===== src/rtl/vend_txn_if.sv =====
`default_nettype none
// ============================================================================
//  Module   : vend_txn_if
//  Purpose  : Bus bundle between the vending front end / peripherals and the
//             transaction sequencer. Carries the coin, selection and cancel
//             strobes, the external price/stock lookup, the dispenser and
//             coin-hopper handshakes, and the display/status outputs.
//  Modports : master - front end / peripherals (drives strobes, price, acks)
//             slave  - vend_txn_sequencer
//  Revision : 1.0 - initial release
// ============================================================================
interface vend_txn_if #(
    parameter int CW = 10
);
    logic          coin_valid;
    logic [CW-1:0] coin_value;
    logic          sel_valid;
    logic [3:0]    sel_code;
    logic          cancel;
    logic [3:0]    price_idx;
    logic [CW-1:0] price_in;
    logic [8:0]    stock_empty;
    logic          dispense_valid;
    logic [3:0]    dispense_code;
    logic          dispense_ack;
    logic          coin_out_valid;
    logic [1:0]    coin_out_sel;
    logic          coin_out_ack;
    logic          coin_reject;
    logic [CW-1:0] credit;
    logic [CW-1:0] disp_value;
    logic          disp_neg;
    logic [2:0]    status;

    modport master (
        output coin_valid, coin_value, sel_valid, sel_code, cancel,
               price_in, stock_empty, dispense_ack, coin_out_ack,
        input  price_idx, dispense_valid, dispense_code, coin_out_valid,
               coin_out_sel, coin_reject, credit, disp_value, disp_neg, status
    );

    modport slave (
        input  coin_valid, coin_value, sel_valid, sel_code, cancel,
               price_in, stock_empty, dispense_ack, coin_out_ack,
        output price_idx, dispense_valid, dispense_code, coin_out_valid,
               coin_out_sel, coin_reject, credit, disp_value, disp_neg, status
    );
endinterface
`default_nettype wire


===== src/rtl/vend_txn_sequencer.sv =====
`default_nettype none
// ============================================================================
//  Module   : vend_txn_sequencer
//  Purpose  : Transaction controller for a 9-slot (A1..C3) vending machine.
//             Accumulates credit, checks price/stock of a selection, drives
//             the dispense handshake and pays change coin-by-coin
//             (100/25/10/5 cents, largest first).
//  Ports    : clk  - system clock
//             rst  - asynchronous active-high reset
//             bus  - vend_txn_if.slave (strobes, lookup, handshakes, display)
//  Options  : VEND_INACTIVITY_TIMEOUT_EN - when defined, credit left idle for
//             TIMEOUT_CYCLES clocks is refunded with status TIMEOUT.
//  Revision : 1.0 - initial release
// ============================================================================
module vend_txn_sequencer #(
    parameter int MAX_CREDIT = 500,
    parameter int CW         = 10
`ifdef VEND_INACTIVITY_TIMEOUT_EN
    , parameter logic [31:0] TIMEOUT_CYCLES = 32'd100000000
`endif
) (
    input  logic        clk,
    input  logic        rst,
    vend_txn_if.slave   bus
);
    typedef enum logic [2:0] {
        IDLE     = 3'd0,
        CREDIT   = 3'd1,
        LOOKUP   = 3'd2,
        DISPENSE = 3'd3,
        PAYOUT   = 3'd4
    } state_t;

    localparam logic [2:0]  C_ST_OK      = 3'd0;
    localparam logic [2:0]  C_ST_PRICE   = 3'd1;
    localparam logic [2:0]  C_ST_SHORT   = 3'd2;
    localparam logic [2:0]  C_ST_OOS     = 3'd3;
    localparam logic [2:0]  C_ST_TIMEOUT = 3'd4;
    localparam logic [CW:0] C_MAX_CREDIT = MAX_CREDIT[CW:0];

    state_t        r_state;
    logic [CW-1:0] r_credit;
    logic [CW-1:0] r_change_rem;
    logic [CW-1:0] r_disp_value;
    logic          r_disp_neg;
    logic [2:0]    r_status;
    logic [3:0]    r_price_idx;
    logic [3:0]    r_dispense_code;
    logic          r_dispense_valid;
    logic          r_coin_out_valid;
    logic [1:0]    r_coin_out_sel;
    logic          r_coin_reject;

    logic [CW:0]   w_sum;
    logic          w_open;
    logic          w_coin_ok;
    logic          w_coin_take;
    logic          w_sel_ok;
    logic          w_timeout;
    logic          w_cancel_now;
    logic [1:0]    w_next_sel;
    logic [CW-1:0] w_coin_cents;

    // Credit sum one bit wider so an overflow cannot wrap under the limit.
    assign w_sum     = {1'b0, r_credit} + {1'b0, bus.coin_value};
    assign w_open    = (r_state == IDLE) || (r_state == CREDIT);
    assign w_coin_ok = (bus.coin_value != '0) &&
                       ((bus.coin_value % CW'(5)) == '0) &&
                       (w_sum <= C_MAX_CREDIT);
    assign w_sel_ok  = bus.sel_valid && (bus.sel_code <= 4'd8);

`ifdef VEND_INACTIVITY_TIMEOUT_EN
    logic [31:0] r_idle_cnt;

    assign w_timeout = (r_state == CREDIT) && (r_idle_cnt == TIMEOUT_CYCLES - 32'd1);

    always_ff @(posedge clk or posedge rst) begin
        if (rst) begin
            r_idle_cnt <= '0;
        end else if ((r_state != CREDIT) || w_timeout || w_coin_take || w_sel_ok) begin
            r_idle_cnt <= '0;
        end else begin
            r_idle_cnt <= r_idle_cnt + 32'd1;
        end
    end
`else
    assign w_timeout = 1'b0;
`endif

    // A timeout behaves exactly like a user cancel.
    assign w_cancel_now = bus.cancel || w_timeout;
    // Any cancel or selection strobe in the same cycle wins over a coin.
    assign w_coin_take  = bus.coin_valid && w_open && w_coin_ok &&
                          !w_cancel_now && !bus.sel_valid;

    always_comb begin
        w_next_sel = 2'b00;
        if (r_change_rem >= CW'(100))     w_next_sel = 2'b11;
        else if (r_change_rem >= CW'(25)) w_next_sel = 2'b10;
        else if (r_change_rem >= CW'(10)) w_next_sel = 2'b01;
    end

    always_comb begin
        case (r_coin_out_sel)
            2'b00:   w_coin_cents = CW'(5);
            2'b01:   w_coin_cents = CW'(10);
            2'b10:   w_coin_cents = CW'(25);
            default: w_coin_cents = CW'(100);
        endcase
    end

    always_ff @(posedge clk or posedge rst) begin
        if (rst) begin
            r_state          <= IDLE;
            r_credit         <= '0;
            r_change_rem     <= '0;
            r_disp_value     <= '0;
            r_disp_neg       <= 1'b0;
            r_status         <= C_ST_OK;
            r_price_idx      <= '0;
            r_dispense_code  <= '0;
            r_dispense_valid <= 1'b0;
            r_coin_out_valid <= 1'b0;
            r_coin_out_sel   <= '0;
            r_coin_reject    <= 1'b0;
        end else begin
            r_coin_reject <= bus.coin_valid && !w_coin_take;
            case (r_state)
                IDLE, CREDIT: begin
                    if (w_cancel_now) begin
                        if (r_state == CREDIT) begin
                            r_change_rem <= r_credit;
                            r_credit     <= '0;
                            r_disp_value <= r_credit;
                            r_disp_neg   <= 1'b0;
                            if (w_timeout) r_status <= C_ST_TIMEOUT;
                            r_state      <= PAYOUT;
                        end
                    end else if (w_sel_ok) begin
                        r_price_idx <= bus.sel_code;
                        r_state     <= LOOKUP;
                    end else if (w_coin_take) begin
                        r_credit     <= w_sum[CW-1:0];
                        r_disp_value <= w_sum[CW-1:0];
                        r_disp_neg   <= 1'b0;
                        r_status     <= C_ST_OK;
                        r_state      <= CREDIT;
                    end
                end
                LOOKUP: begin
                    if (bus.stock_empty[r_price_idx] || (bus.price_in == '0)) begin
                        r_status <= C_ST_OOS;
                        r_state  <= (r_credit == '0) ? IDLE : CREDIT;
                    end else if (r_credit == '0) begin
                        r_status     <= C_ST_PRICE;
                        r_disp_value <= bus.price_in;
                        r_disp_neg   <= 1'b0;
                        r_state      <= IDLE;
                    end else if (r_credit < bus.price_in) begin
                        r_status     <= C_ST_SHORT;
                        r_disp_value <= bus.price_in - r_credit;
                        r_disp_neg   <= 1'b1;
                        r_state      <= CREDIT;
                    end else begin
                        r_change_rem     <= r_credit - bus.price_in;
                        r_disp_value     <= r_credit - bus.price_in;
                        r_disp_neg       <= 1'b0;
                        r_status         <= C_ST_OK;
                        r_credit         <= '0;
                        r_dispense_code  <= r_price_idx;
                        r_dispense_valid <= 1'b1;
                        r_state          <= DISPENSE;
                    end
                end
                DISPENSE: begin
                    if (bus.dispense_ack) begin
                        r_dispense_valid <= 1'b0;
                        r_state          <= (r_change_rem != '0) ? PAYOUT : IDLE;
                    end
                end
                PAYOUT: begin
                    if (r_coin_out_valid) begin
                        if (bus.coin_out_ack) begin
                            r_change_rem     <= r_change_rem - w_coin_cents;
                            r_disp_value     <= r_change_rem - w_coin_cents;
                            r_coin_out_valid <= 1'b0;
                        end
                    end else if (r_change_rem < CW'(5)) begin
                        // A sub-5c residue (odd external price) cannot be paid
                        // out by the hopper and is forfeited.
                        r_change_rem <= '0;
                        r_disp_value <= '0;
                        r_state      <= IDLE;
                    end else begin
                        r_coin_out_sel   <= w_next_sel;
                        r_coin_out_valid <= 1'b1;
                    end
                end
                default: r_state <= IDLE;
            endcase
        end
    end

    assign bus.price_idx      = r_price_idx;
    assign bus.dispense_valid = r_dispense_valid;
    assign bus.dispense_code  = r_dispense_code;
    assign bus.coin_out_valid = r_coin_out_valid;
    assign bus.coin_out_sel   = r_coin_out_sel;
    assign bus.coin_reject    = r_coin_reject;
    assign bus.credit         = r_credit;
    assign bus.disp_value     = r_disp_value;
    assign bus.disp_neg       = r_disp_neg;
    assign bus.status         = r_status;
endmodule
`default_nettype wire

===== src/flat_wrapper.sv =====
// flat-port wrapper written by rule: the top's interface ports become plain ports
module vend_txn_sequencer_flat 
#(
    parameter int MAX_CREDIT = 500,
    parameter int CW         = 10

)
  (clk, rst, bus_coin_valid, bus_coin_value, bus_sel_valid, bus_sel_code, bus_cancel, bus_price_in, bus_stock_empty, bus_dispense_ack, bus_coin_out_ack, bus_price_idx, bus_dispense_valid, bus_dispense_code, bus_coin_out_valid, bus_coin_out_sel, bus_coin_reject, bus_credit, bus_disp_value, bus_disp_neg, bus_status);
  vend_txn_if #(.CW(CW)) bus_i ();
  input  logic clk;
  input  logic rst;
  input wire logic [$bits(bus_i.coin_valid)-1:0] bus_coin_valid;
  input wire logic [$bits(bus_i.coin_value)-1:0] bus_coin_value;
  input wire logic [$bits(bus_i.sel_valid)-1:0] bus_sel_valid;
  input wire logic [$bits(bus_i.sel_code)-1:0] bus_sel_code;
  input wire logic [$bits(bus_i.cancel)-1:0] bus_cancel;
  input wire logic [$bits(bus_i.price_in)-1:0] bus_price_in;
  input wire logic [$bits(bus_i.stock_empty)-1:0] bus_stock_empty;
  input wire logic [$bits(bus_i.dispense_ack)-1:0] bus_dispense_ack;
  input wire logic [$bits(bus_i.coin_out_ack)-1:0] bus_coin_out_ack;
  output wire logic [$bits(bus_i.price_idx)-1:0] bus_price_idx;
  output wire logic [$bits(bus_i.dispense_valid)-1:0] bus_dispense_valid;
  output wire logic [$bits(bus_i.dispense_code)-1:0] bus_dispense_code;
  output wire logic [$bits(bus_i.coin_out_valid)-1:0] bus_coin_out_valid;
  output wire logic [$bits(bus_i.coin_out_sel)-1:0] bus_coin_out_sel;
  output wire logic [$bits(bus_i.coin_reject)-1:0] bus_coin_reject;
  output wire logic [$bits(bus_i.credit)-1:0] bus_credit;
  output wire logic [$bits(bus_i.disp_value)-1:0] bus_disp_value;
  output wire logic [$bits(bus_i.disp_neg)-1:0] bus_disp_neg;
  output wire logic [$bits(bus_i.status)-1:0] bus_status;
  assign bus_i.coin_valid = bus_coin_valid;
  assign bus_i.coin_value = bus_coin_value;
  assign bus_i.sel_valid = bus_sel_valid;
  assign bus_i.sel_code = bus_sel_code;
  assign bus_i.cancel = bus_cancel;
  assign bus_i.price_in = bus_price_in;
  assign bus_i.stock_empty = bus_stock_empty;
  assign bus_i.dispense_ack = bus_dispense_ack;
  assign bus_i.coin_out_ack = bus_coin_out_ack;
  assign bus_price_idx = bus_i.price_idx;
  assign bus_dispense_valid = bus_i.dispense_valid;
  assign bus_dispense_code = bus_i.dispense_code;
  assign bus_coin_out_valid = bus_i.coin_out_valid;
  assign bus_coin_out_sel = bus_i.coin_out_sel;
  assign bus_coin_reject = bus_i.coin_reject;
  assign bus_credit = bus_i.credit;
  assign bus_disp_value = bus_i.disp_value;
  assign bus_disp_neg = bus_i.disp_neg;
  assign bus_status = bus_i.status;
  vend_txn_sequencer #(.MAX_CREDIT(MAX_CREDIT), .CW(CW)) u_core (.clk(clk), .rst(rst), .bus(bus_i));
endmodule

===== config.mk =====
export PLATFORM = sky130hd
export DESIGN_NAME = vend_txn_sequencer_flat
export DESIGN_NICKNAME = d
export VERILOG_FILES = /design/src/rtl/vend_txn_if.sv /design/src/rtl/vend_txn_sequencer.sv /design/src/flat_wrapper.sv
export SDC_FILE = /design/constraint.sdc
export NUM_CORES = 1
export LEC_CHECK = 0
export CORE_MARGIN = 2
export CORE_UTILIZATION = 61
export CTS_CLUSTER_SIZE = 10
export DETAILED_ROUTE_END_ITERATION = 12
export GPL_TIMING_DRIVEN = 0
export PLACE_DENSITY_LB_ADDON = 0.08
export SYNTH_ARGS = -nofsm -noshare
export SYNTH_HDL_FRONTEND = slang
export SYNTH_SLANG_ARGS = --single-unit

===== constraint.sdc =====
create_clock -name clk -period 9.8 [get_ports clk]
set_clock_uncertainty 0.1 [all_clocks]
set_input_delay 0.98 -clock clk [delete_from_list [all_inputs] [get_ports clk]]
set_output_delay 0.98 -clock clk [all_outputs]
set_load 0.05 [all_outputs]

# Word-level counts from Yosys, hierarchy flattened
# Index checks and enable logic that the tools add are counted.
# op_classes
n_eq_ne	23
bitwise	6
div_mod_pow	1
add_sub_neg	4
n_reduce_logical	34
order_cmp	8
mux	64
# ops
operator	n
$mux 10	19
$pmux 10 s3	2
$mux 3	15
$logic_not 10->1	3
$pmux 7 s3	1
$pmux 10 s2	1
$reduce_bool 10->1	2
$sub 10x10->10	2
$mux 1	17
$ne 2x2->1 const B	8
$reduce_and 5->1	3
$reduce_and 7->1	2
$pmux 3 s4	1
$add 10x10->11	1
$le 11x9->1 const B	1
$ge 10x4->1 const B	1
$ge 10x5->1 const B	1
$ge 10x7->1 const B	1
$lt 10x10->1	1
$lt 10x3->1 const B	1
$mod 10x3->10 const B	1
$sub 10x7->10	1
$logic_and 1x1->1	8
$mux 2	4
other kinds (26)	43
# word_totals
elab_cells	152
inputBits	40
regBits	50

# Depth between registers and ports, before layout
# Gate-level depths: netlist of the first run.
# depth
word_depth	11
ltp_mapped	21

# Worst setup path after synthesis of the first run
# No wires, ideal clock.
# synth_path
path_type	in2reg
start	input port bus_coin_value[9]
end	register u_core.r_disp_value[0] (netlist: u_core.bus.disp_value[0])
required_time_ps	9575
arrival_ps	5304
stages	20
setup_slack_ps	4271
cell_sequence	buf_4 > and4bb_1 > a311oi_2 > o2bb2ai_2 > a21o_1 > o22ai_1 > a2111oi_4 > ha_1 > o21ai_0 > and4_1 > a2111oi_4 > nand3_1 > o21a_1 > ha_1 > and3_1 > a221o_1 > a21oi_2 > a211oi_4 > o21ai_4 > mux2_4
# synth_via
elab_chain_len	9
# synth_rtl
element	line	text
from (decl)	flat_wrapper.sv:13	input wire logic [$bits(bus_i.coin_value)-1:0] bus_coin_value;
$mod 10x3->10	vend_txn_sequencer.sv:68	((bus.coin_value % CW'(5)) == '0) &&
$logic_not 10->1	vend_txn_sequencer.sv:68	
$logic_and 1x1->1	vend_txn_sequencer.sv:67	assign w_coin_ok = (bus.coin_value != '0) &&
$logic_and 1x1->1 *	vend_txn_sequencer.sv:68	
$logic_and 1x1->1 * (2 in series)	vend_txn_sequencer.sv:93	assign w_coin_take = bus.coin_valid && w_open && w_coin_ok &&
$logic_and 1x1->1 *	vend_txn_sequencer.sv:94	!w_cancel_now && !bus.sel_valid;
$ne 3x2->1 (no source line) *	-	
$reduce_and 7->1 (no source line) *	-	
to (signal assigned)	vend_txn_sequencer.sv:134	r_disp_value <= r_credit;
to (signal assigned)	vend_txn_sequencer.sv:144	r_disp_value <= w_sum[CW-1:0];
to (signal assigned)	vend_txn_sequencer.sv:156	r_disp_value <= bus.price_in;
to (decl)	vend_txn_sequencer.sv:44	logic [CW-1:0] r_disp_value;
# Every way passes the cells marked *; elsewhere a longest branch is shown, timed or not.
# A chain may end at the register's enable or synchronous reset.

# Worst setup path after layout of the first run
# layout_path
start	input port bus_coin_value[5]
end	register u_core.r_disp_value[3] (netlist: u_core.bus.disp_value[3])
# Same word-level chain as after synthesis.

==> reports/qor_table.md, run 1 <==
| Parameter | This run |
|---|---|
| Outcome | finished clean |
| Count of mapped cells out of synthesis | 633 |
| Relative slew slack | 35.7% |
| Cells along the critical path | clkdlybuf4s50_1 > buf_6 > buf_4 > nand3b_1 > o22ai_1 > o2bb2ai_2 > a21o_1 > o22ai_1 > a2111oi_4 > ha_1 > o21ai_0 > and4_1 > a2111oi_4 > nand3_1 > o21a_1 > ha_1 > and3_1 > a221o_1 > a21oi_2 > a211oi_4 > o21ai_4 > mux2_4 |
| Multi-input gate area in the final layout | 3870 sq um |
| Initial core utilization | 62.5% |
| Most frequent cells in the layout | clkdlybuf4s50_1 (75), dfrtp_1 (49), inv_1 (46) |
| Share of final-layout standard cells stronger than drive strength 1 | 10.6% |
| Path class of the lowest-slack min-delay path | reg2reg |
| Violation count after the first detailed-route iteration | 457 |
| Clock tree from TritonCTS | yes |
| Count of input and output buffers | 75 |
| Worst stage delay on the critical path | 0.52 ns |
| Weighted congestion at the end of routability-driven global placement | 1.00 |
| Sequential cell area | 1230 sq um |
| Seq/Total Area, Yosys | 22.6% |
| Critical setup path kind | in2reg |
| IO Pins | 77 |
| Final-layout setup total negative slack | 0 ns |
| Clock Tree Root | clkbuf_8 |
| Area enclosed by the die boundary | 9660 sq um |
| Resize count post-CTS | 0 |
| Power density over the cells | 316 nW/um^2 |
| Post-DP HPWL | 12,400 um |
| Post-placement cell area | 6330 sq um |
| Setup repair after global routing missed its margin | false |
| DRT antenna net count | 0 |
| Top_reg_cell synth | dfrtp_1 |
| Max Fanout on Critical Path | 10 |
| Leakage power | 0.00276 uW |
| Fraction of synthesis flops using an asynchronous set or reset pin | 100% |
| Kind of start point of the critical path | primary input |
| Number of global-route vias before repair | 5,209 |
| Via density per instance | 6.50 |
| Most common library cell in the layout ignoring fill and taps | clkdlybuf4s50_1 |
| Routed WL | 15,900 um |
| Post-DR wirelength/cell | 19.3 um |
| Number of diodes | 0 |
| Overall die height | 98.3 um |
| Data required time of the worst path | 9.92 ns |
| DR pass1 iterations | 6 |
| Setup violation total in the final timing report | 0 |
| Synthesized flop and latch total | 49 |
| Crit-path slowest cell | clkdlybuf4s50_1 |
| Slew at the pin closest to its max-slew limit | 0.958 ns |
| Crit end category | flop |
| Count of endpoints failing hold in the final timing report | 0 |
| Post-synthesis instance area | 5420 sq um |
| GR Util All Layers | 32.9% |
| Data arrival, critical path | 6.52 ns |
| Vias post-DR | 5,361 |
| Later-pin clock latency in the skew report | 0.32 ns |
| Clock Power Share | 7.9% |
| Buffers inserted by post-CTS timing repair | 0 |
| Depth of the worst hold-timing path | 1 |
| Final design area excluding fillers | 6440 sq um |
| Maximum number of pins on one net before global-route repair | 32 |
| Clock sink count | 49 |
| FP Rows | 34 |
| Total internal power | 957 uW |
| Maximum resistive drop on vdd | 224 uV |
| Number of antenna violations at the first check in global routing | 0 |
| Final nets | 802 |
| Layout-stage area growth over the synthesis result | 18.9% |
| Syn Area/Cell | 8.56 sq um |
| Number of DRC violations after detailed routing | 0 |
| Total global routing overflow | 0 |
| Post-synthesis cell type count | 84 |
| Count of final max-slew check failures | 0 |
| Fill cell instance count of the final layout | 670 |
| Core ar. | 8680 sq um |
| Post-route clock period utilization | 65.4% |
| Longest Clk Path Bufs | 2 |
| Proportion of power drawn by flip-flops and latches | 19.5% |
| Mapped Nets | 719 |
| Number of enable-type register cells in the synthesized netlist | 0 |
| MaxCap Viol Count | 0 |
| Number of levels the H-tree was split into | 2 |
| NetSw | 1080 uW |
| Time the final worst path needs with I/O delays and setup | 6.40 ns |
| Clock slew at the register clock pins of the worst setup and hold paths | 0.11 ns |
| Total clock buffers created by CTS | 5 |
| Number of cells on the worst reg-to-reg path | 13 |
| Switching portion of total power | 53.0% |
| Synth warnings | 0 |
| Hold Buf Count CTS | 0 |
| Chip width | 98.3 um |
| Maximum clock frequency | 0.156 GHz |
| Global-route wire length before repair | 25,800 um |
| Comb power frac | 72.7% |
stage by stage:
| step | setup slack, ns | instances | util, % | hold WS [ns] | total power, uW |
|---|---|---|---|---|---|
| 5_1_grt | 3.10 | 825 | 74.3 | 0.440 | 2170 |
| 3_3_place_gp | 3.26 | 816 | 72.7 | 0.389 | 1800 |
| 3_5_place_dp | 3.13 | 817 | 72.9 | 0.394 | 1840 |
| 4_1_cts | 3.46 | 825 | 74.3 | 0.422 | 2010 |
| 2_1_floorplan | 4.27 | 633 | - | 0.398 | 1450 |
| 6_report | 3.40 | 825 | 74.3 | 0.419 | 2040 |
Yosys cell counts, drive strengths merged (5+ instances only):
library cell,number,area share [%]
mux2,22,5.3
dfrtp,49,23
nand2b,11,1.4
nor2,44,3.0
and3,5,0.58
nor3b,8,1.2
a211oi,10,2.0
o211ai,5,0.69
o31ai,6,0.83
o21ai,49,4.8
inv,47,3.3
ha,42,9.7
a21oi,42,4.2
xnor2,21,3.4
or3,7,0.90
clkbuf,20,1.4
nor2b,11,1.3
mux2i,8,1.5
nor3,11,1.0
nor4,5,0.58
nand3,12,1.2
nand2,44,3.0
xor2,14,2.3
a21o,16,2.2
nor4b,5,1.0
buf,10,1.4
nand4,5,0.58
a31oi,13,1.5
a221oi,13,2.2
o22ai,9,1.0
routing by layer:
layer | global-route usage (%) | wire, um | up-vias
li1 | - | - | 2490
met2 | 50.9 | 7160 | 275
met3 | 5.23 | 1350 | 47
met4 | 10.4 | 441 | 0
met5 | 0 | 0 | -
met1 | 47.4 | 6950 | 2549
path summary, 6_finish.rpt:
kind | slack, ns | from | end
hold reg to reg | 0.42 | u_core.bus.disp_value[9] | u_core.bus.disp_value[9]
hold / removal | 0.42 | u_core.bus.disp_value[9] | u_core.bus.disp_value[9]
setup / recovery | 3.40 | bus_coin_value[5] | u_core.bus.disp_value[3]
setup reg to reg | 5.24 | u_core.bus.credit[0] | u_core.bus.disp_value[3]
min in group asynchronous | 0.86 | rst | u_core.bus.dispense_code[0]
max in group asynchronous | 8.20 | rst | u_core.bus.credit[7]
cell type report:
cell class	count	area share, %
timing repair buffer	76	12.0
buffer	30	2.33
tap	108	2.10
clock buffer	5	1.07
sequential	49	19.0
inverter	47	2.74
multi-input combinational	507	60.0
clock inverter	3	0.738
flip-flops by register name, indices dropped and copies added (netlist names):
signal and cells:
u_core.bus.price_idx 4, u_core.bus.dispense_valid 1, u_core.bus.disp_value 10, u_core.bus.disp_neg 1, u_core.bus.credit 10, u_core.bus.coin_out_valid 1, u_core.r_state 3, u_core.bus.coin_reject 1
u_core.bus.status 2, u_core.bus.dispense_code 4, u_core.bus.coin_out_sel 2, u_core.r_change_rem 10
critical path: cells and delay by family:
family / cells / cell delay (ns)
AOI/OAI and AO/OA: 12 / 2.98
buffers and inverters: 3 / 0.89
muxes: 1 / 0.35
and+or+nand+nor: 4 / 0.67
adders and majority gates: 2 / 0.63
kinds of logic (layout without fill, tap and decap cells):
kind of cell             count (synthesis)  count (layout)  synth area share [%]
AO/OA/AOI/OAI                          202             202                  27.6
other                                    1               1                0.0692
XOR/XNOR                                35              35                  5.65
buffers and inverters                   77             161                  6.02
AND/OR/NAND/NOR                        191             191                  19.3
adder cells (fa/ha/maj)                 46              46                  11.2
multiplexers                            32              32                  7.57
flip-flops                              49              49                  22.6
power by group through the flow:
| stage | sequential, uW | combinational, uW | clock (uW) |
|---|---|---|---|
| after CTS | 394 | 1460 | 159 |
| final | 396 | 1480 | 161 |
| after global routing | 410 | 1600 | 167 |
| after floorplan | 565 | 884 | 0 |
| after global placement | 392 | 1410 | 0 |
| after detailed placement | 397 | 1440 | 0 |
Power figures use the tool's default switching activity.
==> run 2: changes to the inputs <==
--- a/config.mk
+++ b/config.mk
@@ -6,7 +6,7 @@
 export NUM_CORES = 1
 export LEC_CHECK = 0
 export CORE_MARGIN = 2
-export CORE_UTILIZATION = 61
+export CORE_UTILIZATION = 51
 export CTS_CLUSTER_SIZE = 10
 export DETAILED_ROUTE_END_ITERATION = 12
 export GPL_TIMING_DRIVEN = 0
==> constraint.sdc (replaced) <==
create_clock -name clk -period 5.5 [get_ports clk]
set_clock_uncertainty 0.1 [all_clocks]
set_input_delay 0.55 -clock clk [delete_from_list [all_inputs] [get_ports clk]]
set_output_delay 0.55 -clock clk [all_outputs]
set_load 0.05 [all_outputs]
==> run 2 against run 1 <==
  * Non-clock buffer count grew 10
  * Global-route usage is 5.5 points lower
  * Clock-buffer cell count stayed put
  * Routed wire length is 1.9% lower
  * Sequential share of layout area decreased by 0.64 points
  * Critical path depth increased by 1
  * Core utilization shrank 9.7 points
  * Clock power increased by 98%
  * Critical endpoint is now u_core.bus.disp_value[8]
==> reports/qor_table.md, run 2 (synthesis results as in run 1) <==
| Parameter | This run |
|---|---|
| Outcome | finished clean |
| Crit. path cell count | 23 |
| Final design area excluding fillers | 6670 sq um |
| Post-DP HPWL | 12,200 um |
| Vias post-DR | 5,283 |
| Count of input and output buffers | 75 |
| Clock tree from TritonCTS | yes |
| Worst stage delay on the critical path | 0.46 ns |
| Later-pin clock latency in the skew report | 0.32 ns |
| Share of final-layout standard cells stronger than drive strength 1 | 12.2% |
| Data required time of the worst path | 5.60 ns |
| MaxCap Viol Count | 0 |
| Crit-path slowest cell | a2111oi_4 |
| Number of buffer and inverter instances along the worst setup path | 4 |
| Relative slew slack | 37.2% |
| Count of endpoints failing hold in the final timing report | 0 |
| Post-DR wirelength/cell | 18.1 um |
| Slew at the pin closest to its max-slew limit | 0.936 ns |
| Overall die height | 107 um |
| Leakage power | 0.00289 uW |
| Worst Hold Slack | 0.415 ns |
| Area enclosed by the die boundary | 11,500 sq um |
| Initial core utilization | 52.5% |
| Min-Delay Startpoint | u_core.bus.dispense_code[2] |
| Post-route clock period utilization | 94.1% |
| Top delay family on crit path | compound AO/OA/AOI/OAI gates |
| DRT antenna net count | 0 |
| Fill cell instance count of the final layout | 891 |
| Clock sink count | 49 |
| Weighted congestion at the end of routability-driven global placement | 0.908 |
| Maximum clock frequency | 0.193 GHz |
| DR pass1 iterations | 5 |
| Most repeated library cell on the critical path | a2111oi_4 |
| Total global routing overflow | 0 |
| Setup violation total in the final timing report | 0 |
| Post-placement cell area | 6360 sq um |
| Path class of the lowest-slack min-delay path | reg2reg |
| Depth of the worst hold-timing path | 1 |
| Time the final worst path needs with I/O delays and setup | 5.18 ns |
| Chip width | 107 um |
| Routed WL | 15,600 um |
| Power density over the cells | 554 nW/um^2 |
| Global-route wire length before repair | 25,400 um |
| Cells along the critical path | dlymetal6s2s_1 > buf_6 > buf_4 > nand3b_1 > o22ai_2 > o2bb2ai_4 > a21o_1 > o22ai_1 > a2111oi_4 > ha_4 > o21ai_0 > and4_1 > a2111oi_4 > nand3_1 > o21a_1 > ha_1 > and3_1 > a221o_1 > a21oi_2 > a211oi_4 > o21ai_4 > buf_12 > mux2_4 |
| Violation count after the first detailed-route iteration | 425 |
| Data arrival, critical path | 5.27 ns |
| Number of cells on the worst reg-to-reg path | 16 |
| GR Util All Layers | 27.4% |
| Via density per instance | 6.12 |
| Critical setup path kind | in2reg |
| Layout-stage area growth over the synthesis result | 23.0% |
| Most frequent cells in the layout | clkdlybuf4s50_1 (69), dfrtp_1 (49), inv_1 (46) |
| Number of diodes | 0 |
| Count of final max-slew check failures | 0 |
| Total clock buffers created by CTS | 5 |
| Number of antenna violations at the first check in global routing | 0 |
| Number of levels the H-tree was split into | 2 |
| Maximum resistive drop on vdd | 337 uV |
| Maximum number of pins on one net before global-route repair | 28 |
| Kind of start point of the critical path | primary input |
| Most common library cell in the layout ignoring fill and taps | clkdlybuf4s50_1 |
| Clock Tree Root | clkbuf_8 |
| Setup repair after global routing missed its margin | false |
| Core ar. | 10,300 sq um |
| Number of DRC violations after detailed routing | 0 |
| RR Startpoint | u_core.bus.credit[0] |
| Max Fanout on Critical Path | 10 |
| Longest Clk Path Bufs | 2 |
| Clock slew at the register clock pins of the worst setup and hold paths | 0.10 ns |
| IO Pins | 77 |
| Critical path origin | bus_coin_value[5] |
| Crit end category | flop |
| Number of global-route vias before repair | 5,077 |
| Final nets | 812 |
| FP Rows | 37 |
[run 2: changes by cell type in the layout (fill, tap and decap cells not counted), sizes merged]
cell / before / now
buf: 11 / 21
bufinv: 1 / 2
clkdlybuf4s50: 75 / 69
dlymetal6s2s: 0 / 6
inv: 49 / 48
[run 2: final timing paths]
kind	slack [ns]	to
worst max-delay path	0.32	u_core.bus.disp_value[8]
worst min-delay path	0.42	u_core.bus.dispense_code[2]
max in group asynchronous	4.26	u_core.bus.credit[7]
min in group asynchronous	0.49	u_core.r_change_rem[3]
worst max register to register	1.03	u_core.r_change_rem[9]
worst min register to register	0.42	u_core.bus.dispense_code[2]
[run 2: timing repair]
item                                    in CTS  in global routing
cloned                                       0                  0
hold endpoints to repair                     0                  0
gates resized for setup                      3                 15
endpoints found under the setup margin      24                 24
hold buffers                                 0                  0
setup buffers                                5                  5
pin swaps                                    3                  6
[run 2: worst register-to-register path, cell delays in order, from the launching register on]
cell and delay (ns):
dfrtp_1 0.54, inv_1 0.12, ha_1 0.21, inv_1 0.08, fa_1 0.23, a21o_1 0.14
a21o_1 0.16, a21oi_1 0.12, o21bai_1 0.14, a21oi_1 0.13, o21ai_1 0.77, o21ai_0 0.45
nor3b_1 0.44, clkbuf_1 0.42, o21ai_0 0.18, nand2_1 0.10, nand2_1 0.05
[run 2: routing by layer]
metal,wire length [um],global-route usage (%)
met1,7140,39.8
met2,7260,43.8
met3,1070,3.77
met4,142,4.92
met5,0,0
[run 2: layout make-up]
class | instances | area (sq um) | area share, %
Inverter | 47 | 176 | 2.65
Clock inverter | 3 | 68.8 | 1.03
Timing Repair Buffer | 86 | 873 | 13.1
Clock buffer | 5 | 68.8 | 1.03
Tap cell | 136 | 170 | 2.55
Buffer | 30 | 159 | 2.38
Multi-Input combinational cell | 507 | 3920 | 58.9
Sequential cell | 49 | 1230 | 18.4
[run 2: power breakdown]
group          internal (uW)  switching (uW)  total, uW
combinational           1100            1570       2660
sequential               513             197        711
clock                    183             135        318
[run 2: through the flow]
step / util [%] / setup TNS, ns / worst slack, ns / std cells / total power [uW]
4_1_cts: 63.6 / 0 / 0.0371 / 858 / 3670
5_1_grt: 64.6 / 0 / 0.0432 / 863 / 3960
3_5_place_dp: 61.6 / -16.08 / -0.858 / 845 / 3280
3_3_place_gp: 61.4 / -13.57 / -0.753 / 844 / 3220
2_1_floorplan: - / 0 / 0.401 / 633 / 2580
6_report: 64.6 / 0 / 0.323 / 863 / 3690
==> run 3: changes to the inputs <==
--- a/config.mk
+++ b/config.mk
@@ -11,6 +11,7 @@
 export DETAILED_ROUTE_END_ITERATION = 12
 export GPL_TIMING_DRIVEN = 0
 export PLACE_DENSITY_LB_ADDON = 0.08
+export RECOVER_POWER = 50
 export SYNTH_ARGS = -nofsm -noshare
 export SYNTH_HDL_FRONTEND = slang
 export SYNTH_SLANG_ARGS = --single-unit
==> run 3 against run 2 <==
  * Sequential share of layout area is essentially flat
  * Combinational power is essentially flat
  * Fmax is essentially flat
  * Clock power is essentially flat
  * Worst hold slack lost 0.0045 ns
  * Via count grew 0.36%
  * Design area shrank 0.24%
  * Routed wire length grew 0.12%
  * Setup slack gained 0.0028 ns
  * Cell count is the same
  * Non-clock buffer count is the same
  * Sequential power is essentially flat
  * Largest cell class unchanged
==> reports/qor_table.md, run 3 (synthesis results as in run 1) <==
| Parameter | This run |
|---|---|
| Outcome | finished clean |
| Crit-path slowest cell | a2111oi_4 |
| Final Non-Filler Cells | 863 |
| DRT antenna net count | 0 |
| Number of diodes | 0 |
| Relative slew slack | 1.71% |
| Worst stage delay on the critical path | 0.46 ns |
| DR pass1 iterations | 5 |
| IO Pins | 77 |
| Post-DR wirelength/cell | 18.1 um |
| MaxCap Viol Count | 0 |
| FP Rows | 37 |
| Number of buffer and inverter instances along the worst setup path | 4 |
| GR Util All Layers | 27.4% |
| Via density per instance | 6.14 |
| Terminus of the critical flop-to-flop path | u_core.r_change_rem[9] |
| Maximum resistive drop on vdd | 330 uV |
| Count of final max-slew check failures | 0 |
| Critical path origin | bus_coin_value[5] |
| Min setup slack post-route | 0.325 ns |
| Power density over the cells | 552 nW/um^2 |
| Fill cell instance count of the final layout | 894 |
| Post-placement cell area | 6360 sq um |
| Path class of the lowest-slack min-delay path | reg2reg |
| Slew at the pin closest to its max-slew limit | 1.47 ns |
| Later-pin clock latency in the skew report | 0.32 ns |
| Clock Tree Root | clkbuf_8 |
| Longest Clk Path Bufs | 2 |
| Count of endpoints failing hold in the final timing report | 0 |
| Final design area excluding fillers | 6650 sq um |
| Inst Count DP | 845 |
| Total clock buffers created by CTS | 5 |
| Crit end category | flop |
| Setup repair after global routing missed its margin | false |
| Global-route wire length before repair | 25,400 um |
| Total global routing overflow | 0 |
| CP Capture Point | u_core.bus.disp_value[8] |
| Area enclosed by the die boundary | 11,500 sq um |
| Final nets | 812 |
| Flop-to-flop setup slack | 1.03 ns |
| Share of final-layout standard cells stronger than drive strength 1 | 12.0% |
| Number of DRC violations after detailed routing | 0 |
| Most frequent cells in the layout | clkdlybuf4s50_1 (51), dfrtp_1 (49), inv_1 (47) |
| Cells along the critical path | dlymetal6s2s_1 > buf_6 > buf_4 > nand3b_1 > o22ai_2 > o2bb2ai_4 > nand3_2 > o22ai_1 > a2111oi_4 > ha_4 > o21ai_0 > and4_1 > a2111oi_4 > nand3_1 > o21a_1 > ha_1 > and3_1 > a221o_1 > a21oi_2 > a211oi_4 > o21ai_4 > buf_12 > mux2_4 |
| Number of cells on the worst reg-to-reg path | 16 |
| Top delay family on crit path | compound AO/OA/AOI/OAI gates |
| Kind of start point of the critical path | primary input |
| Weighted congestion at the end of routability-driven global placement | 0.908 |
| Number of levels the H-tree was split into | 2 |
| Setup violation total in the final timing report | 0 |
| Clock slew at the register clock pins of the worst setup and hold paths | 0.10 ns |
| Leakage power | 0.00292 uW |
| Utilization after layout | 64.4% |
| Count of input and output buffers | 75 |
| Worst slack at placement | -0.858 ns |
| RR Startpoint | u_core.bus.credit[0] |
| Max Fanout on Critical Path | 10 |
| Layout-stage area growth over the synthesis result | 22.7% |
| Critical setup path kind | in2reg |
| Maximum clock frequency | 0.193 GHz |
| Clock tree from TritonCTS | yes |
| Time the final worst path needs with I/O delays and setup | 5.17 ns |
| Number of antenna violations at the first check in global routing | 0 |
| Routed WL | 15,600 um |
| Violation count after the first detailed-route iteration | 420 |
| Post-route total power | 3670 uW |
| Data arrival, critical path | 5.27 ns |
| Maximum number of pins on one net before global-route repair | 28 |
| Core ar. | 10,300 sq um |
| Data required time of the worst path | 5.59 ns |
| Chip width | 107 um |
| Post-route clock period utilization | 94.1% |
| Number of global-route vias before repair | 5,077 |
| Clock sink count | 49 |
| Most common library cell in the layout ignoring fill and taps | clkdlybuf4s50_1 |
| Crit. path cell count | 23 |
| Post-DP HPWL | 12,200 um |
| Initial core utilization | 52.5% |
| Vias post-DR | 5,302 |
| Overall die height | 107 um |
| Most repeated library cell on the critical path | a2111oi_4 |
==> run 3: worst min path at each step <==
stage | startpoint | slack [ns] | to | cells after the start
after floorplan | u_core.r_change_rem[9] | 0.40 | u_core.r_change_rem[9] | 2
after global placement | u_core.bus.dispense_code[1] | 0.39 | u_core.bus.dispense_code[1] | 1
after detailed placement | u_core.bus.dispense_code[3] | 0.40 | u_core.bus.dispense_code[3] | 1
after CTS | u_core.bus.dispense_code[2] | 0.42 | u_core.bus.dispense_code[2] | 1
after global routing | u_core.bus.dispense_code[3] | 0.43 | u_core.bus.dispense_code[3] | 1
final | u_core.bus.dispense_code[2] | 0.41 | u_core.bus.dispense_code[2] | 1
==> run 3: per-stage QoR <==
step | setup TNS (ns) | hold slack [ns]
floorplan | 0 | 0.398
global placement | -13.57 | 0.388
detailed placement | -16.08 | 0.397
CTS | 0 | 0.421
global route | 0 | 0.434
finish | 0 | 0.411
==> run 3: metal layers <==
| metal | GRT usage (%) | up-vias | share of wire, % |
|---|---|---|---|
| met1 | 39.8 | 2588 | 47 |
| met3 | 3.77 | 18 | 6.1 |
| li1 | - | 2513 | - |
| met5 | 0 | - | 0 |
| met2 | 43.8 | 183 | 46 |
| met4 | 4.92 | 0 | 1.0 |
==> run 3: area by class of cell <==
type	count	area, sq um	area share, %
repair buffers	86	857	12.9
flip-flops and latches	49	1230	18.4
multi-input cells	507	3920	59.0
clock buffers	5	68.8	1.03
clock inverters	3	68.8	1.03
plain buffers	30	159	2.39
well taps	136	170	2.56
inverters	47	176	2.65
==> run 3: repair_timing <==
action / in CTS / in global routing
hold buffers: 0 / 0
gates resized for setup: 3 / 15
setup endpoints to repair: 24 / 24
pin swaps: 3 / 6
setup buffers: 5 / 5
==> run 3: power breakdown <==
part           switching, uW  internal, uW  total [uW]
clock network            134           183         317
registers                195           513         708
logic                   1570          1080        2650
total                   1900          1780        3670
